$ cat src/rtl/tcdm_synch_pkg.sv
// Shared defaults and per-channel status type for the TCDM completion join.
// No logic; imported by tcdm_synch_fifo and tcdm_synch_n.
package tcdm_synch_pkg;

  localparam int unsigned NB_CHANNELS_DEFAULT = 2;
  localparam int unsigned FIFO_DEPTH_DEFAULT  = 4;
  localparam int unsigned SID_WIDTH_DEFAULT   = 2;

  // Wide enough for any FIFO depth up to 128 entries.
  localparam int unsigned STATUS_CNT_W = 8;

  typedef struct packed {
    logic [STATUS_CNT_W-1:0] count;
    logic                    full;
    logic                    empty;
  } chan_status_t;

  function automatic int unsigned cnt_width(input int unsigned depth);
    return $clog2(depth) + 1;
  endfunction

endpackage

$ cat src/rtl/tcdm_synch_fifo.sv
// Per-channel completion queue, non-fall-through; flush empties it synchronously.
// Latency: push visible at head the cycle after; push accepted when full only if popped in the same cycle.
module tcdm_synch_fifo
  import tcdm_synch_pkg::*;
#(
  parameter int unsigned DEPTH = FIFO_DEPTH_DEFAULT,
  parameter int unsigned WIDTH = SID_WIDTH_DEFAULT,
  localparam int unsigned PTR_W = $clog2(DEPTH),
  localparam int unsigned CNT_W = PTR_W + 1
) (
  input  logic             clk,
  input  logic             rst,
  input  logic             flush,
  input  logic             push,
  input  logic             pop,
  input  logic [WIDTH-1:0] push_dat,
  output logic [WIDTH-1:0] head_dat,
  output logic             full,
  output logic             empty,
  output logic [CNT_W-1:0] count
);

  logic [WIDTH-1:0] mem [DEPTH];
  logic [PTR_W-1:0] wr_ptr;
  logic [PTR_W-1:0] rd_ptr;
  logic [CNT_W-1:0] cnt;
  logic             do_push;
  logic             do_pop;

  assign full    = (cnt == CNT_W'(DEPTH));
  assign empty   = (cnt == '0);
  assign do_pop  = pop & ~empty;
  assign do_push = push & (~full | do_pop);

  always_ff @(posedge clk or posedge rst) begin
    if (rst) begin
      wr_ptr <= '0;
      rd_ptr <= '0;
      cnt    <= '0;
    end else if (flush) begin
      wr_ptr <= '0;
      rd_ptr <= '0;
      cnt    <= '0;
    end else begin
      if (do_push) wr_ptr <= wr_ptr + 1'b1;
      if (do_pop)  rd_ptr <= rd_ptr + 1'b1;
      case ({do_push, do_pop})
        2'b10:   cnt <= cnt + 1'b1;
        2'b01:   cnt <= cnt - 1'b1;
        default: cnt <= cnt;
      endcase
    end
  end

  // Storage needs no reset: head is only consumed when the count says it is valid.
  always_ff @(posedge clk) begin
    if (do_push && !flush) mem[wr_ptr] <= push_dat;
  end

  assign head_dat = mem[rd_ptr];
  assign count    = cnt;

endmodule

$ cat src/rtl/tcdm_synch_n.sv
// Joins NB_CHANNELS completion streams into one; SID consistency check under TCDM_SYNCH_SID_CHECK_EN.
// Latency: joined completion valid the cycle after the last enabled channel's push.
// Backpressure: valid/sid held while ready is low; pushes to a full channel are dropped and flagged.
module tcdm_synch_n
  import tcdm_synch_pkg::*;
#(
  parameter int unsigned NB_CHANNELS = NB_CHANNELS_DEFAULT,
  parameter int unsigned FIFO_DEPTH  = FIFO_DEPTH_DEFAULT,
  parameter int unsigned SID_WIDTH   = SID_WIDTH_DEFAULT
) (
  input  logic                                 clk_i,
  input  logic                                 rst_i,
  input  logic [NB_CHANNELS-1:0]               chan_en_i,
  input  logic [NB_CHANNELS-1:0]               synch_req_i,
  input  logic [NB_CHANNELS-1:0][SID_WIDTH-1:0] synch_sid_i,
  output logic                                 synch_valid_o,
  input  logic                                 synch_ready_i,
  output logic [SID_WIDTH-1:0]                 synch_sid_o,
  input  logic                                 clr_err_i,
  output logic [NB_CHANNELS-1:0]               overflow_o,
  output logic                                 mismatch_o
);

  localparam int unsigned CNT_W = cnt_width(FIFO_DEPTH);

  logic [SID_WIDTH-1:0]   head_sid [NB_CHANNELS];
  logic [CNT_W-1:0]       fifo_cnt [NB_CHANNELS];
  chan_status_t           status   [NB_CHANNELS];
  logic [NB_CHANNELS-1:0] full_vec;
  logic [NB_CHANNELS-1:0] empty_vec;
  logic [NB_CHANNELS-1:0] fifo_full;
  logic [NB_CHANNELS-1:0] fifo_empty;
  logic [NB_CHANNELS-1:0] chan_pop;
  logic [NB_CHANNELS-1:0] ovf_set;
  logic [NB_CHANNELS-1:0] overflow_q;
  logic [SID_WIDTH-1:0]   sel_sid;
  logic                   join_vld;
  logic                   pop_all;

  for (genvar ch = 0; ch < NB_CHANNELS; ch++) begin : g_chan
    tcdm_synch_fifo #(
      .DEPTH (FIFO_DEPTH),
      .WIDTH (SID_WIDTH)
    ) u_fifo (
      .clk      (clk_i),
      .rst      (rst_i),
      .flush    (~chan_en_i[ch]),
      .push     (synch_req_i[ch] & chan_en_i[ch]),
      .pop      (chan_pop[ch]),
      .push_dat (synch_sid_i[ch]),
      .head_dat (head_sid[ch]),
      .full     (fifo_full[ch]),
      .empty    (fifo_empty[ch]),
      .count    (fifo_cnt[ch])
    );

    assign status[ch] = '{count: STATUS_CNT_W'(fifo_cnt[ch]),
                          full:  fifo_full[ch],
                          empty: fifo_empty[ch]};
    assign full_vec[ch]  = status[ch].full;
    assign empty_vec[ch] = status[ch].empty;

    cnt_bound: assert property (@(posedge clk_i) disable iff (rst_i)
      status[ch].count <= STATUS_CNT_W'(FIFO_DEPTH));
  end

  // Disabled channels are don't-care in the join; at least one must be enabled.
  assign join_vld = (|chan_en_i) & (&(~chan_en_i | ~empty_vec));
  assign pop_all  = join_vld & synch_ready_i;
  assign chan_pop = {NB_CHANNELS{pop_all}} & chan_en_i;

  always_comb begin
    sel_sid = '0;
    for (int ch = NB_CHANNELS - 1; ch >= 0; ch--) begin
      if (chan_en_i[ch]) sel_sid = head_sid[ch];
    end
  end

  assign synch_valid_o = join_vld;
  assign synch_sid_o   = join_vld ? sel_sid : '0;

  assign ovf_set = synch_req_i & chan_en_i & full_vec & ~chan_pop;

  // A set event in the clearing cycle survives the clear.
  always_ff @(posedge clk_i or posedge rst_i) begin
    if (rst_i) overflow_q <= '0;
    else       overflow_q <= clr_err_i ? ovf_set : (overflow_q | ovf_set);
  end

  assign overflow_o = overflow_q;

`ifdef TCDM_SYNCH_SID_CHECK_EN
  logic [NB_CHANNELS-1:0] sid_ne;
  logic                   mis_set;
  logic                   mismatch_q;

  always_comb begin
    sid_ne = '0;
    for (int ch = 0; ch < NB_CHANNELS; ch++) begin
      sid_ne[ch] = chan_en_i[ch] & (head_sid[ch] != sel_sid);
    end
  end

  assign mis_set = pop_all & (|sid_ne);

  always_ff @(posedge clk_i or posedge rst_i) begin
    if (rst_i) mismatch_q <= 1'b0;
    else       mismatch_q <= clr_err_i ? mis_set : (mismatch_q | mis_set);
  end

  assign mismatch_o = mismatch_q;
`else
  assign mismatch_o = 1'b0;
`endif

endmodule

$ cat config.mk
export PLATFORM = sky130hd
export DESIGN_NAME = tcdm_synch_n
export DESIGN_NICKNAME = d
export VERILOG_FILES = /design/src/rtl/tcdm_synch_pkg.sv /design/src/rtl/tcdm_synch_fifo.sv /design/src/rtl/tcdm_synch_n.sv
export SDC_FILE = /design/constraint.sdc
export NUM_CORES = 1
export LEC_CHECK = 0
export ABC_AREA = 0
export BUFFER_PORTS_ARGS = -buffer_cell sky130_fd_sc_hd__buf_4
export CORE_UTILIZATION = 35
export CTS_CLUSTER_DIAMETER = 100
export CTS_CLUSTER_SIZE = 14
export DETAILED_ROUTE_END_ITERATION = 10
export HOLD_SLACK_MARGIN = 0.12
export REMOVE_ABC_BUFFERS = 1
export SYNTH_ARGS = -nofsm -noshare
export SYNTH_HDL_FRONTEND = slang
export SYNTH_SLANG_ARGS = --single-unit
$ cat constraint.sdc
create_clock -name clk_i -period 2.7 [get_ports clk_i]
set_input_delay 0.54 -clock clk_i [delete_from_list [all_inputs] [get_ports clk_i]]
set_output_delay 0.54 -clock clk_i [all_outputs]
set_load 0.01 [all_outputs]
-- After elaboration in Yosys (flattened, before gate mapping)
Memory sizes are Yosys's and may differ from the RTL's.
Index checks and enable logic that the tools add are counted.
- register bits: 16
- RAM bits: 16
- output and inout port bits: 6
- logic and storage cells: 78
- memories: 2
- memories (name ; words ; bits a word ; rd ports ; clocked after memory_dff ; wr ports ; RTL line ; source):
    g_chan[0].u_fifo.mem ; 4 ; 2 ; 1 ; 0 ; 1 ; tcdm_synch_fifo.sv:23 ; logic [WIDTH-1:0] mem [DEPTH];
    g_chan[1].u_fifo.mem ; 4 ; 2 ; 1 ; 0 ; 1 ; tcdm_synch_fifo.sv:23 ;
- $add $sub $neg: 8
- equal/unequal tests: 12
- mux-type cells: 20
- bitwise operators: 23
- reductions and logical operators: 6
- operator list (cell ; count):
    2-bit two-way mux ; 12
    3-bit one-hot mux with 2 select lines ; 2
    2-bit by 1-bit adder with 2-bit output, second input constant ; 4
    1-bit bitwise AND ; 8
    2-bit bitwise AND ; 4
    2-bit by 1-bit inequality test with 1-bit output, second input constant ; 4
    3-bit by 1-bit adder with 3-bit output, second input constant ; 2
    3-bit == test, second input constant ; 2
    3-bit zero test ; 2
    3-bit two-way mux ; 2
    3-bit by 1-bit inequality test with 1-bit output, second input constant ; 2
    2-bit NOT ; 3
    3-bit by 1-bit subtractor with 3-bit output, second input constant ; 2
    2-bit by 1-bit == test with 1-bit output, second input constant ; 2
    2-bit == test, second input constant ; 2
    1-bit two-way mux ; 4
    1-bit NOT ; 4
    2-bit OR ; 2
    1-bit logical AND ; 2
    1-bit OR ; 2
    2-bit AND reduction ; 1
    2-bit OR reduction ; 1

-- Depth between registers and ports, before layout
Gate-level depths: netlist (run 1).
- depth in word-level cells: 13
- mapped depth: 9
- depth with buffers taken out: 8

-- Modules after synthesis
Synthesis (run 1) repeated with hierarchy kept, for this count alone.
- cells, all modules: 175
- area, all modules: 1905.6 sq um
- by module, submodules not included (module ; instances ; cells each ; area each (sq um)):
    tcdm_synch_fifo ; 2 ; 73 ; 852.1
    tcdm_synch_n ; 1 ; 29 ; 201.4

-- Worst setup path before layout (run 1)
OpenSTA, ideal clock, no wires.
- path kind: input to register
- start: input port chan_en_i[1]
- end: register g_chan[0].u_fifo.cnt[2]
- library setup time: 0.116 ns
- arrival: 2.276 ns
- required time: 2.584 ns
- path slack: 0.308 ns
- stages: 9
- cells stage by stage: or4b_1 buf_6 nand3_1 nor3_1 fa_1 nand2_1 a21oi_1 or3_1 o311ai_0
- longest elaborated chain between the ends: 12
- RTL lines (element ; RTL line ; source):
    from (decl) ; tcdm_synch_n.sv:13 ; input logic [NB_CHANNELS-1:0] chan_en_i,
    2-bit NOT ; tcdm_synch_n.sv:68 ; assign join_vld = (|chan_en_i) & (&(~chan_en_i | ~empty_vec));
    2-bit OR ; tcdm_synch_n.sv:68 ;
    2-bit AND reduction ; tcdm_synch_n.sv:68 ;
    1-bit bitwise AND * ; tcdm_synch_n.sv:68 ;
    1-bit bitwise AND * ; tcdm_synch_n.sv:69 ; assign pop_all = join_vld & synch_ready_i;
    2-bit bitwise AND * ; tcdm_synch_n.sv:70 ; assign chan_pop = {NB_CHANNELS{pop_all}} & chan_en_i;
    1-bit bitwise AND * ; tcdm_synch_fifo.sv:32 ; assign do_pop = pop & ~empty;
    1-bit OR ; tcdm_synch_fifo.sv:33 ; assign do_push = push & (~full | do_pop);
    1-bit bitwise AND ; tcdm_synch_fifo.sv:33 ;
    2-bit by 1-bit == test with 1-bit output / 2-bit == test (equally long branches) ; tcdm_synch_fifo.sv:47 ; case ({do_push, do_pop})
    3-bit one-hot mux with 2 select lines ; tcdm_synch_fifo.sv:47 ;
    3-bit two-way mux ; tcdm_synch_fifo.sv:40 ; end else if (flush) begin
    to (signal assigned) ; tcdm_synch_fifo.sv:48 ; 2'b10: cnt <= cnt + 1'b1;
    to (signal assigned) ; tcdm_synch_fifo.sv:49 ; 2'b01: cnt <= cnt - 1'b1;
    to (signal assigned) ; tcdm_synch_fifo.sv:50 ; default: cnt <= cnt;
    to (decl) ; tcdm_synch_fifo.sv:26 ; logic [CNT_W-1:0] cnt;
Every way passes the cells marked *; elsewhere a longest branch is shown, timed or not.
A chain may end at the register's enable or synchronous reset.

-- Final worst setup path (run 1)
- start: register g_chan[1].u_fifo.cnt[2]
- end: register g_chan[0].u_fifo.cnt[2]
- longest elaborated chain between the ends: 13
- RTL lines (element ; RTL line ; source):
    from (decl) ; tcdm_synch_fifo.sv:26 ;
    from (signal assigned) ; tcdm_synch_fifo.sv:48 ;
    from (signal assigned) ; tcdm_synch_fifo.sv:49 ;
    from (signal assigned) ; tcdm_synch_fifo.sv:50 ;
    3-bit zero test * ; tcdm_synch_fifo.sv:31 ; assign empty = (cnt == '0);
    2-bit NOT * ; tcdm_synch_n.sv:68 ;
    2-bit OR * ; tcdm_synch_n.sv:68 ;
    2-bit AND reduction * ; tcdm_synch_n.sv:68 ;
    1-bit bitwise AND * ; tcdm_synch_n.sv:68 ;
    1-bit bitwise AND * ; tcdm_synch_n.sv:69 ;
    2-bit bitwise AND * ; tcdm_synch_n.sv:70 ;
    1-bit bitwise AND * ; tcdm_synch_fifo.sv:32 ;
    1-bit OR ; tcdm_synch_fifo.sv:33 ;
    1-bit bitwise AND ; tcdm_synch_fifo.sv:33 ;
    2-bit by 1-bit == test with 1-bit output / 2-bit == test (equally long branches) ; tcdm_synch_fifo.sv:47 ;
    3-bit one-hot mux with 2 select lines ; tcdm_synch_fifo.sv:47 ;
    3-bit two-way mux ; tcdm_synch_fifo.sv:40 ;
Marks and branches as above.

==> flow_metrics.env, run 1 <==
export IMPL_hold_class="input port to asynchronous set/reset pin"
export IMPL_drt_iter0_markers=78
export IMPL_rr_startpoint="g_chan[1].u_fifo.count[2]"
export IMPL_core_um2=4820
export IMPL_synth_top_family_by_area="simple AND/OR/NAND/NOR gates"
export IMPL_tritoncts="built"
export IMPL_status="completed"
export IMPL_antenna_found_initial=0
export IMPL_synth_simple_area_share_pct=15.9
export IMPL_avgSynthCellArea_um2=11.7
export IMPL_cts_hold_buffers=0
export IMPL_vdd_drop_max_mv=0.283
export IMPL_initial_utilization_pct=37.0
export IMPL_gr_total_overflow=0
export IMPL_postCtsResizedCells=0
export IMPL_floorplan_rows=25
export IMPL_die_area_um2=5390
export IMPL_start_kind="flop"
export IMPL_timing_fmax_mhz=405
export IMPL_fp_dieW_um=73.4
export IMPL_register_area_um2=881
export IMPL_via_per_inst=4.92
export IMPL_cp_arrival_ps=2630
export IMPL_final_hold_viol_count=0
export IMPL_cts_root_buffer="clkbuf_8"
export IMPL_drc_errors=0
export IMPL_total_power_mw=1.30
export IMPL_antenna_cells=0
export IMPL_grt_max_degree=18
export IMPL_cap_viol_max_count=0
export IMPL_dieHeight_um=73.4
export IMPL_rsz0062_at_grt="false"
export IMPL_cts_setup_buffers=0
export IMPL_synth_compound_area_share_pct=9.89
export IMPL_cts_sinks=32
export IMPL_synth_xor_area_share_pct=1.96
export IMPL_synth_top_cells_by_count="17 x nand2_1, 16 x dfrtp_1, 16 x edfxtp_1"
export IMPL_maxSlewHeadroom_pct=56.4
export IMPL_clk_pin_slew_ps=70
export IMPL_synth_top_area_share_pct=26.9
export IMPL_netlist_area_um2=1780
export IMPL_synth_ff_type="edfxtp_1"
export IMPL_pwr_density_cell_nw_per_um2=641
export IMPL_fillerInstances=487
export IMPL_rr_endpoint="g_chan[0].u_fifo.count[2]"
export IMPL_cts_buffer_depth=2
export IMPL_fin_crit_sh_pct=91.4
export IMPL_synth_area_mux_share_pct=9.54
export IMPL_finalMaxSlewViolations=0
export IMPL_min_period_ps=2470
export IMPL_place_inst=231
export IMPL_yosys_top_cells_area="edfxtp_1 27%, dfrtp_1 22%, ha_1 5.6%, mux4_2 5.0%, mux2i_1 4.5%"
export IMPL_io_pins=18
export IMPL_globalplace_congestion=0.820
export IMPL_seq_area_frac_synth_pct=49.4
export IMPL_worst_pin_slew_ps=653
export IMPL_ys_types=42
export IMPL_synthCells=153
export IMPL_cts_htree_levels=2
export IMPL_first_pass_iters=4
export IMPL_area_delta_synth_final_pct=14.1
export IMPL_endpoint_kind="flop"
export IMPL_wl_per_cell_um=13.2
export IMPL_instances_no_fill=239
export IMPL_multi_input_area_um2=810
export IMPL_yosysMostFrequentCell="nand2_1"
export IMPL_rr_worst_depth=8
export IMPL_grtUsageTotal_pct=13.5
export IMPL_cts_buffers=5
export IMPL_ant_nets=0
export IMPL_synth_edf_count=16
export IMPL_yosys_area_top_type="edfxtp_1"
export IMPL_p_leak_nw=0.846
export IMPL_setup_violations=0
export IMPL_cp_max_fo=7
export IMPL_fin_setup_tns_ps=0
export IMPL_synth_adder_area_share_pct=7.85
export IMPL_io_buffers=16
export IMPL_clkLatencyLatePin_ps=270
export IMPL_synth_seq_cells=32
export IMPL_ys_warn_count=0
export IMPL_dp_hpwl_um=2380
export IMPL_cp_required_ps=2860
export IMPL_vias=1175
export IMPL_first_global_vias=1218
export IMPL_finClkSkew_ps=9.28
export IMPL_critPathKind="flop to flop"
export IMPL_rrSetupSlack_ps=230
export IMPL_grt_pass1_wl_um=5570
export IMPL_routed_wl_um=3160
export IMPL_drive_above_1_share_pct=19.8
export IMPL_async_reset_ff_share_pct=50.0
export IMPL_final_nets=193
[how the worst max path moves through the flow]
stage | cells after the start | start | to
2_1_floorplan | 8 | chan_en_i[1] | g_chan[0].u_fifo.count[2]
3_3_place_gp | 9 | chan_en_i[1] | g_chan[0].u_fifo.count[2]
3_5_place_dp | 9 | chan_en_i[1] | g_chan[0].u_fifo.count[2]
4_1_cts | 8 | g_chan[1].u_fifo.count[2] | g_chan[0].u_fifo.count[2]
5_1_grt | 7 | g_chan[1].u_fifo.count[2] | g_chan[0].u_fifo.count[2]
6_report | 8 | g_chan[1].u_fifo.count[2] | g_chan[0].u_fifo.count[2]
[flip-flops by register name, indices dropped and copies added, names as in the netlist]
signal	cells
g_chan.u_fifo.count	6
g_chan.u_fifo.wr_ptr	4
g_chan.u_fifo.mem	16
g_chan.u_fifo.rd_ptr	4
overflow_o	2
[placed cells by master, fill, tap and decap left out, types with 2 or more instances in the layout]
cell	instances
nand4_1	3
fa_1	2
clkbuf_8	5
ha_1	8
and2_1	9
edfxtp_1	16
or4b_1	2
nand2_1	17
or3_1	3
nand2b_1	2
mux4_2	4
o32ai_1	2
a21boi_0	2
a22oi_1	2
a21oi_1	4
nand3_1	2
nor3_1	2
inv_1	12
nor2_1	9
xor2_1	3
clkbuf_1	2
mux2i_1	8
dfrtp_1	16
nand3b_1	2
buf_4	18
[layout make-up]
class | instances | area share [%]
clock buffers | 7 | 3.75
clock inverters | 1 | 0.246
inverters | 12 | 2.21
multi-input cells | 102 | 39.8
flip-flops and latches | 32 | 43.3
well taps | 67 | 4.12
repair buffers | 18 | 6.64
[power breakdown]
part	internal [mW]	total, mW	switching, mW
logic	0.161	0.338	0.177
clock network	0.181	0.340	0.160
registers	0.565	0.626	0.0611
[through the flow]
step	hold slack [ps]	worst slack [ps]	area, um2	util (%)
6_report	358	232	2040	42.3
3_3_place_gp	508	247	1950	40.6
2_1_floorplan	454	278	1740	-
5_1_grt	404	144	2040	42.3
3_5_place_dp	515	155	1950	40.6
4_1_cts	392	228	2040	42.3
[worst max-delay path: stages (launching register included)]
cell and delay [ps]:
dfrtp_1 450, or4b_1 600, nand3_1 180, nor3_1 80, fa_1 430, nand2_1 90
a21oi_1 50, or3_1 380, o311ai_0 90
[cells by family (layout without fill, tap and decap cells)]
family,after synthesis,count (layout)
other,1,1
flip-flops,32,32
XOR/XNOR,4,4
adder cells (fa/ha/maj),10,10
AND/OR/NAND/NOR,54,54
multiplexers,12,12
buffers and inverters,19,38
AO/OA/AOI/OAI,21,21
[metal layers]
| metal | routed length (um) | GRT usage (%) | vias up |
|---|---|---|---|
| met4 | 13 | 4.91 | 0 |
| met3 | 125 | 3.29 | 2 |
| met5 | 0 | 0 | - |
| met1 | 1470 | 17.5 | 583 |
| li1 | - | - | 572 |
| met2 | 1550 | 22.1 | 18 |
Note: power is estimated with default switching activity, not from simulation.
==> run 2: changes to the inputs <==
--- a/config.mk
+++ b/config.mk
@@ -7,12 +7,17 @@
 export LEC_CHECK = 0
 export ABC_AREA = 0
 export BUFFER_PORTS_ARGS = -buffer_cell sky130_fd_sc_hd__buf_4
+export CELL_PAD_IN_SITES_DETAIL_PLACEMENT = 0
+export CELL_PAD_IN_SITES_GLOBAL_PLACEMENT = 1
 export CORE_UTILIZATION = 35
 export CTS_CLUSTER_DIAMETER = 100
 export CTS_CLUSTER_SIZE = 14
 export DETAILED_ROUTE_END_ITERATION = 10
+export GPL_TIMING_DRIVEN = 0
 export HOLD_SLACK_MARGIN = 0.12
+export PLACE_DENSITY_LB_ADDON = 0.1
 export REMOVE_ABC_BUFFERS = 1
 export SYNTH_ARGS = -nofsm -noshare
 export SYNTH_HDL_FRONTEND = slang
+export SYNTH_HIERARCHICAL = 1
 export SYNTH_SLANG_ARGS = --single-unit
==> flow_metrics.env, run 2 <==
export IMPL_hold_depth=2
export IMPL_endpoint_kind="flop"
export IMPL_crit_chain="nor3_2, a21bo_2, nor3_4, nand2b_1, nor2_1, fa_1, or4_1, a31oi_1"
export IMPL_hold_start="clr_err_i"
export IMPL_min_period_ps=2480
export IMPL_io_buffers=16
export IMPL_cp_slowest_stage_delay_ps=510
export IMPL_cts_buffers=5
export IMPL_ys_types=41
export IMPL_async_reset_ff_share_pct=50.0
export IMPL_area_delta_synth_final_pct=15.3
export IMPL_final_nets=210
export IMPL_rsz0062_at_grt="false"
export IMPL_rrSetupSlack_ps=220
export IMPL_first_global_vias=1338
export IMPL_gr_total_overflow=0
export IMPL_finClkSkew_ps=2.31
export IMPL_critPathKind="flop to flop"
export IMPL_met2_usage_pct=24.1
export IMPL_routed_wl_um=3530
export IMPL_rr_worst_depth=8
export IMPL_hold_class="input port to flop"
export IMPL_fin_crit_sh_pct=91.8
export IMPL_yosys_top_cells_area="edfxtp_1 25%, dfrtp_1 21%, ha_1 5.3%, mux4_2 4.7%, inv_1 3.5%"
export IMPL_cp_required_ps=2900
export IMPL_io_pins=18
export IMPL_synth_seq_cells=32
export IMPL_slowest_stage="or4_1"
export IMPL_floorplan_rows=26
export IMPL_grtUsageTotal_pct=14.4
export IMPL_cp_arrival_ps=2670
export IMPL_grt_pass1_wl_um=6020
export IMPL_ys_warn_count=6
export IMPL_die_area_um2=5740
export IMPL_cts_htree_levels=2
export IMPL_rr_endpoint="g_chan[0].u_fifo/count[2]"
export IMPL_seq_area_frac_synth_pct=46.2
export IMPL_vias=1305
export IMPL_vdd_drop_max_mv=0.223
export IMPL_largest_reg_flops=16
export IMPL_drive_above_1_share_pct=23.8
export IMPL_grt_met1_usage_pct=17.5
export IMPL_clk_pin_slew_ps=70
export IMPL_cap_viol_max_count=0
export IMPL_rr_startpoint="g_chan[0].u_fifo/count[1]"
export IMPL_synth_top_cells_by_count="18 x inv_1, 18 x nor2_1, 16 x dfrtp_1, 16 x edfxtp_1"
export IMPL_fp_dieW_um=75.8
export IMPL_yosys_area_top_type="edfxtp_1"
export IMPL_fin_setup_tns_ps=0
export IMPL_dieHeight_um=75.8
export IMPL_drt_iter0_markers=41
export IMPL_final_hold_viol_count=0
export IMPL_p_leak_nw=0.875
export IMPL_clkLatencyLatePin_ps=270
export IMPL_critPathTopFamily="simple AND/OR/NAND/NOR gates"
export IMPL_antenna_found_initial=0
export IMPL_tritoncts="built"
export IMPL_critPathBufInv=0
export IMPL_busiest_layer="met2"
export IMPL_synth_ff_type="edfxtp_1"
export IMPL_post_route_util_pct=42.5
export IMPL_top_register="g_chan.u_fifo/mem"
export IMPL_via_per_inst=5.04
export IMPL_synthCells=175
export IMPL_grt_max_degree=15
export IMPL_cts_setup_buffers=0
export IMPL_worstHoldEndpoint="overflow_o[1]"
export IMPL_cts_root_buffer="clkbuf_8"
export IMPL_cp_max_fo=11
export IMPL_drc_errors=0
export IMPL_synth_top_area_share_pct=25.2
export IMPL_cts_buffer_depth=2
export IMPL_status="completed"
export IMPL_ant_nets=0
export IMPL_cts_sinks=32
export IMPL_avgSynthCellArea_um2=10.9
export IMPL_synth_edf_count=16
export IMPL_netlist_area_um2=1910
export IMPL_pwr_density_cell_nw_per_um2=495
export IMPL_antenna_cells=0
export IMPL_first_pass_iters=4
export IMPL_layout_common_cells="18 x inv_1, 18 x nor2_1, 16 x edfxtp_1, 16 x buf_4, 14 x dfrtp_1"
export IMPL_start_kind="flop"
export IMPL_reg_top3="g_chan.u_fifo/mem: 16 flops, g_chan.u_fifo/count: 6 flops"
export IMPL_core_um2=5170
export IMPL_cp_depth=8
export IMPL_globalplace_congestion=0.760
export IMPL_setup_violations=0
export IMPL_timing_fmax_mhz=404
export IMPL_wl_per_cell_um=13.6
export IMPL_initial_utilization_pct=36.8
export IMPL_finalMaxSlewViolations=0
export IMPL_use_met3_pct=3.17
export IMPL_fillerInstances=491
export IMPL_dp_hpwl_um=2690
## run 2: cell count changes in the layout (fill, tap and decap cells not counted), sizes merged, moves of 4 or more
cell    change
nand2      -10
nor2       +10
nor3b       +8
and2        -7
inv         +6
mux2i       -6
nand2b      +4
## run 2: layout make-up
| type | instances | area [um2] | share of cell area (%) |
|---|---|---|---|
| Inverter | 18 | 67.6 | 3.08 |
| Timing Repair Buffer | 17 | 130 | 5.92 |
| Sequential cell | 32 | 883 | 40.2 |
| Clock buffer | 6 | 72.6 | 3.30 |
| Tap cell | 70 | 87.6 | 3.99 |
| Multi-Input combinational cell | 114 | 921 | 41.9 |
| Clock inverter | 2 | 35.0 | 1.59 |
## run 2: layer usage
| metal | wire [um] | vias up |
|---|---|---|
| met1 | 1570 | 644 |
| met2 | 1800 | 16 |
| li1 | - | 639 |
| met4 | 60 | 0 |
| met3 | 104 | 6 |
| met5 | 0 | - |
## run 2: power by group
part | internal [mW] | switching [mW] | leakage, nW | total, mW
combinational | 0.0485 | 0.0601 | 0.457 | 0.109
clock | 0.274 | 0.172 | 0.0552 | 0.446
sequential | 0.522 | 0.0100 | 0.363 | 0.532
total | 0.844 | 0.242 | 0.875 | 1.09
## run 2: how the worst max path moves through the flow
stage                               from                         to  slack, ps
2_1_floorplan  g_chan[0].u_fifo/count[0]  g_chan[0].u_fifo/count[1]        200
3_3_place_gp                chan_en_i[1]  g_chan[1].u_fifo/count[1]       -240
3_5_place_dp                chan_en_i[1]  g_chan[1].u_fifo/count[1]       -320
4_1_cts        g_chan[0].u_fifo/count[0]  g_chan[0].u_fifo/count[2]        100
5_1_grt        g_chan[1].u_fifo/count[1]  g_chan[0].u_fifo/count[2]         10
6_report       g_chan[0].u_fifo/count[1]  g_chan[0].u_fifo/count[2]        220
## run 2: timing repair
action                                  in CTS  in global routing
hold endpoints to repair                     2                  0
endpoints found under the setup margin      20                  4
hold buffers                                 1                  0
resized for setup                            2                  7
## run 2: cell families (layout without fill, tap and decap cells)
kind of cell / after synthesis / count (layout) / synth area share (%)
other: 1 / 1 / 0.197
AOI/OAI and AO/OA: 27 / 27 / 10.5
buffers and inverters: 29 / 43 / 7.22
and+or+nand+nor: 60 / 60 / 17.5
DFF: 32 / 32 / 46.2
muxes: 8 / 8 / 7.35
xor gates and xnor gates: 8 / 8 / 3.68
adders and majority gates: 10 / 10 / 7.35
## run 2: per-stage QoR
step | power, mW | hold WS, ps | instances | area, um2 | setup WS [ps]
3_5_place_dp | 0.646 | 417 | 250 | 2040 | -319
5_1_grt | 1.13 | 446 | 259 | 2200 | 11.1
6_report | 1.09 | 458 | 259 | 2200 | 222
4_1_cts | 1.10 | 450 | 259 | 2170 | 100
3_3_place_gp | 0.643 | 413 | 250 | 2040 | -238
2_1_floorplan | 0.606 | 281 | 164 | 1840 | 199
==> run 3: changes to the inputs <==
--- a/config.mk
+++ b/config.mk
@@ -9,6 +9,7 @@
 export BUFFER_PORTS_ARGS = -buffer_cell sky130_fd_sc_hd__buf_4
 export CELL_PAD_IN_SITES_DETAIL_PLACEMENT = 0
 export CELL_PAD_IN_SITES_GLOBAL_PLACEMENT = 1
+export CORE_ASPECT_RATIO = 0.9
 export CORE_UTILIZATION = 35
 export CTS_CLUSTER_DIAMETER = 100
 export CTS_CLUSTER_SIZE = 14
==> flow_metrics.env, run 3 (synthesized netlist as in run 2, its figures left out) <==
export IMPL_cts_root_buffer="clkbuf_8"
export IMPL_core_um2=5260
export IMPL_top_register="g_chan.u_fifo/mem"
export IMPL_min_period_ps=2490
export IMPL_cp_arrival_ps=2690
export IMPL_grt_max_degree=15
export IMPL_worstHoldEndpoint="overflow_o[1]"
export IMPL_io_pins=18
export IMPL_start_kind="flop"
export IMPL_endpoint_kind="flop"
export IMPL_drive_above_1_share_pct=23.3
export IMPL_cts_buffer_depth=2
export IMPL_clk_pin_slew_ps=70
export IMPL_globalplace_congestion=0.709
export IMPL_post_route_util_pct=41.4
export IMPL_p_leak_nw=0.862
export IMPL_rr_endpoint="g_chan[0].u_fifo/count[2]"
export IMPL_rr_startpoint="g_chan[1].u_fifo/count[0]"
export IMPL_cts_buffers=5
export IMPL_reg_top3="g_chan.u_fifo/mem: 16 flops, g_chan.u_fifo/count: 6 flops"
export IMPL_antenna_cells=0
export IMPL_finalMaxSlewViolations=0
export IMPL_gr_total_overflow=0
export IMPL_tritoncts="built"
export IMPL_vdd_drop_max_mv=0.213
export IMPL_final_hold_viol_count=0
export IMPL_pwr_density_cell_nw_per_um2=456
export IMPL_die_area_um2=5740
export IMPL_ant_nets=0
export IMPL_final_nets=210
export IMPL_dp_hpwl_um=2800
export IMPL_cts_sinks=32
export IMPL_via_per_inst=5.09
export IMPL_rsz0062_at_grt="false"
export IMPL_grt_pass1_wl_um=6580
export IMPL_cts_htree_levels=2
export IMPL_dpl_instance_area_um2=2040
export IMPL_clkLatencyLatePin_ps=280
export IMPL_layout_common_cells="18 x inv_1, 18 x nor2_1, 16 x edfxtp_1, 16 x buf_4, 13 x dfrtp_1"
export IMPL_cp_max_fo=11
export IMPL_fin_crit_sh_pct=92.4
export IMPL_wl_per_cell_um=14.8
export IMPL_fin_setup_tns_ps=0
export IMPL_cp_required_ps=2900
export IMPL_cap_viol_max_count=0
export IMPL_fp_dieW_um=79.8
export IMPL_first_pass_iters=4
export IMPL_drt_iter0_markers=72
export IMPL_drc_errors=0
export IMPL_first_global_vias=1364
export IMPL_timing_fmax_mhz=401
export IMPL_area_delta_synth_final_pct=14.1
export IMPL_hold_depth=2
export IMPL_vias=1303
export IMPL_initial_utilization_pct=36.3
export IMPL_grtUsageTotal_pct=15.0
export IMPL_largest_reg_flops=16
export IMPL_status="completed"
export IMPL_instances_no_fill=256
export IMPL_floorplan_rows=25
export IMPL_postLayoutCellArea_um2=2170
export IMPL_io_buffers=16
export IMPL_place_inst=247
export IMPL_dieHeight_um=72
export IMPL_hold_start="clr_err_i"
export IMPL_rrSetupSlack_ps=210
export IMPL_critPathKind="flop to flop"
export IMPL_rr_worst_depth=8
export IMPL_setup_violations=0
export IMPL_hold_class="input port to flop"
export IMPL_antenna_found_initial=0
export IMPL_finClkSkew_ps=6.54
export IMPL_routed_wl_um=3790
-- run 3: cell count changes in the layout (fill, tap and decap cells not counted) --
cell	previous run	this run
dfrtp_1	14	13
bufinv_16	1	0
dfrtp_2	2	3
nor3_4	2	3
clkinv_2	1	0
clkinv_1	0	2
nor3_2	2	1
-- run 3: layout make-up --
class / instances / area [um2]
Fill cell: 518 / 3080
Multi-Input combinational cell: 114 / 927
Sequential cell: 32 / 885
Timing Repair Buffer: 17 / 130
Tap cell: 67 / 83.8
Clock buffer: 6 / 72.6
Inverter: 18 / 67.6
Clock inverter: 2 / 7.51
-- run 3: how the worst max path moves through the flow --
stage | from | to | cells after the start
6_report | g_chan[1].u_fifo/count[0] | g_chan[0].u_fifo/count[2] | 8
5_1_grt | g_chan[1].u_fifo/count[0] | g_chan[0].u_fifo/count[2] | 8
4_1_cts | g_chan[0].u_fifo/count[0] | g_chan[0].u_fifo/count[2] | 8
3_5_place_dp | chan_en_i[1] | g_chan[1].u_fifo/count[1] | 8
3_3_place_gp | chan_en_i[1] | g_chan[1].u_fifo/count[1] | 8
2_1_floorplan | g_chan[0].u_fifo/count[0] | g_chan[0].u_fifo/count[1] | 8
-- run 3: power breakdown --
part           internal [mW]  total (mW)  switching [mW]
clock network          0.176       0.349           0.174
registers              0.522       0.532          0.0102
logic                 0.0493       0.110          0.0610
-- run 3: layer usage --
metal	global-route usage [%]	share of wire [%]
met1	18.4	44
met2	26.0	52
met3	3.40	2.5
met4	5.36	1.1
met5	0	0
-- run 3: what timing repair did --
item                                   4_1_cts  5_1_grt
gates resized for setup                      2        9
setup buffers                                0        0
setup endpoints to repair                   20       14
endpoints found under the hold margin        2        0
hold buffers                                 1        0
pin swaps                                    0        1
-- run 3: worst max-delay path: stages, from the launching register on --
cell	delay (ps)
dfrtp_2	490
nor3_2	230
and2_2	260
nor3_4	100
nand2b_1	160
nor2_1	80
fa_1	420
or4_1	520
a31oi_1	170
-- run 3: through the flow --
stage / total power [mW] / hold slack (ps) / setup WS, ps
6_report: 0.992 / 455 / 206
4_1_cts: 1.00 / 440 / 46.8
3_3_place_gp: 0.643 / 413 / -229
2_1_floorplan: 0.606 / 281 / 199
5_1_grt: 1.04 / 442 / 21.1
3_5_place_dp: 0.647 / 420 / -382
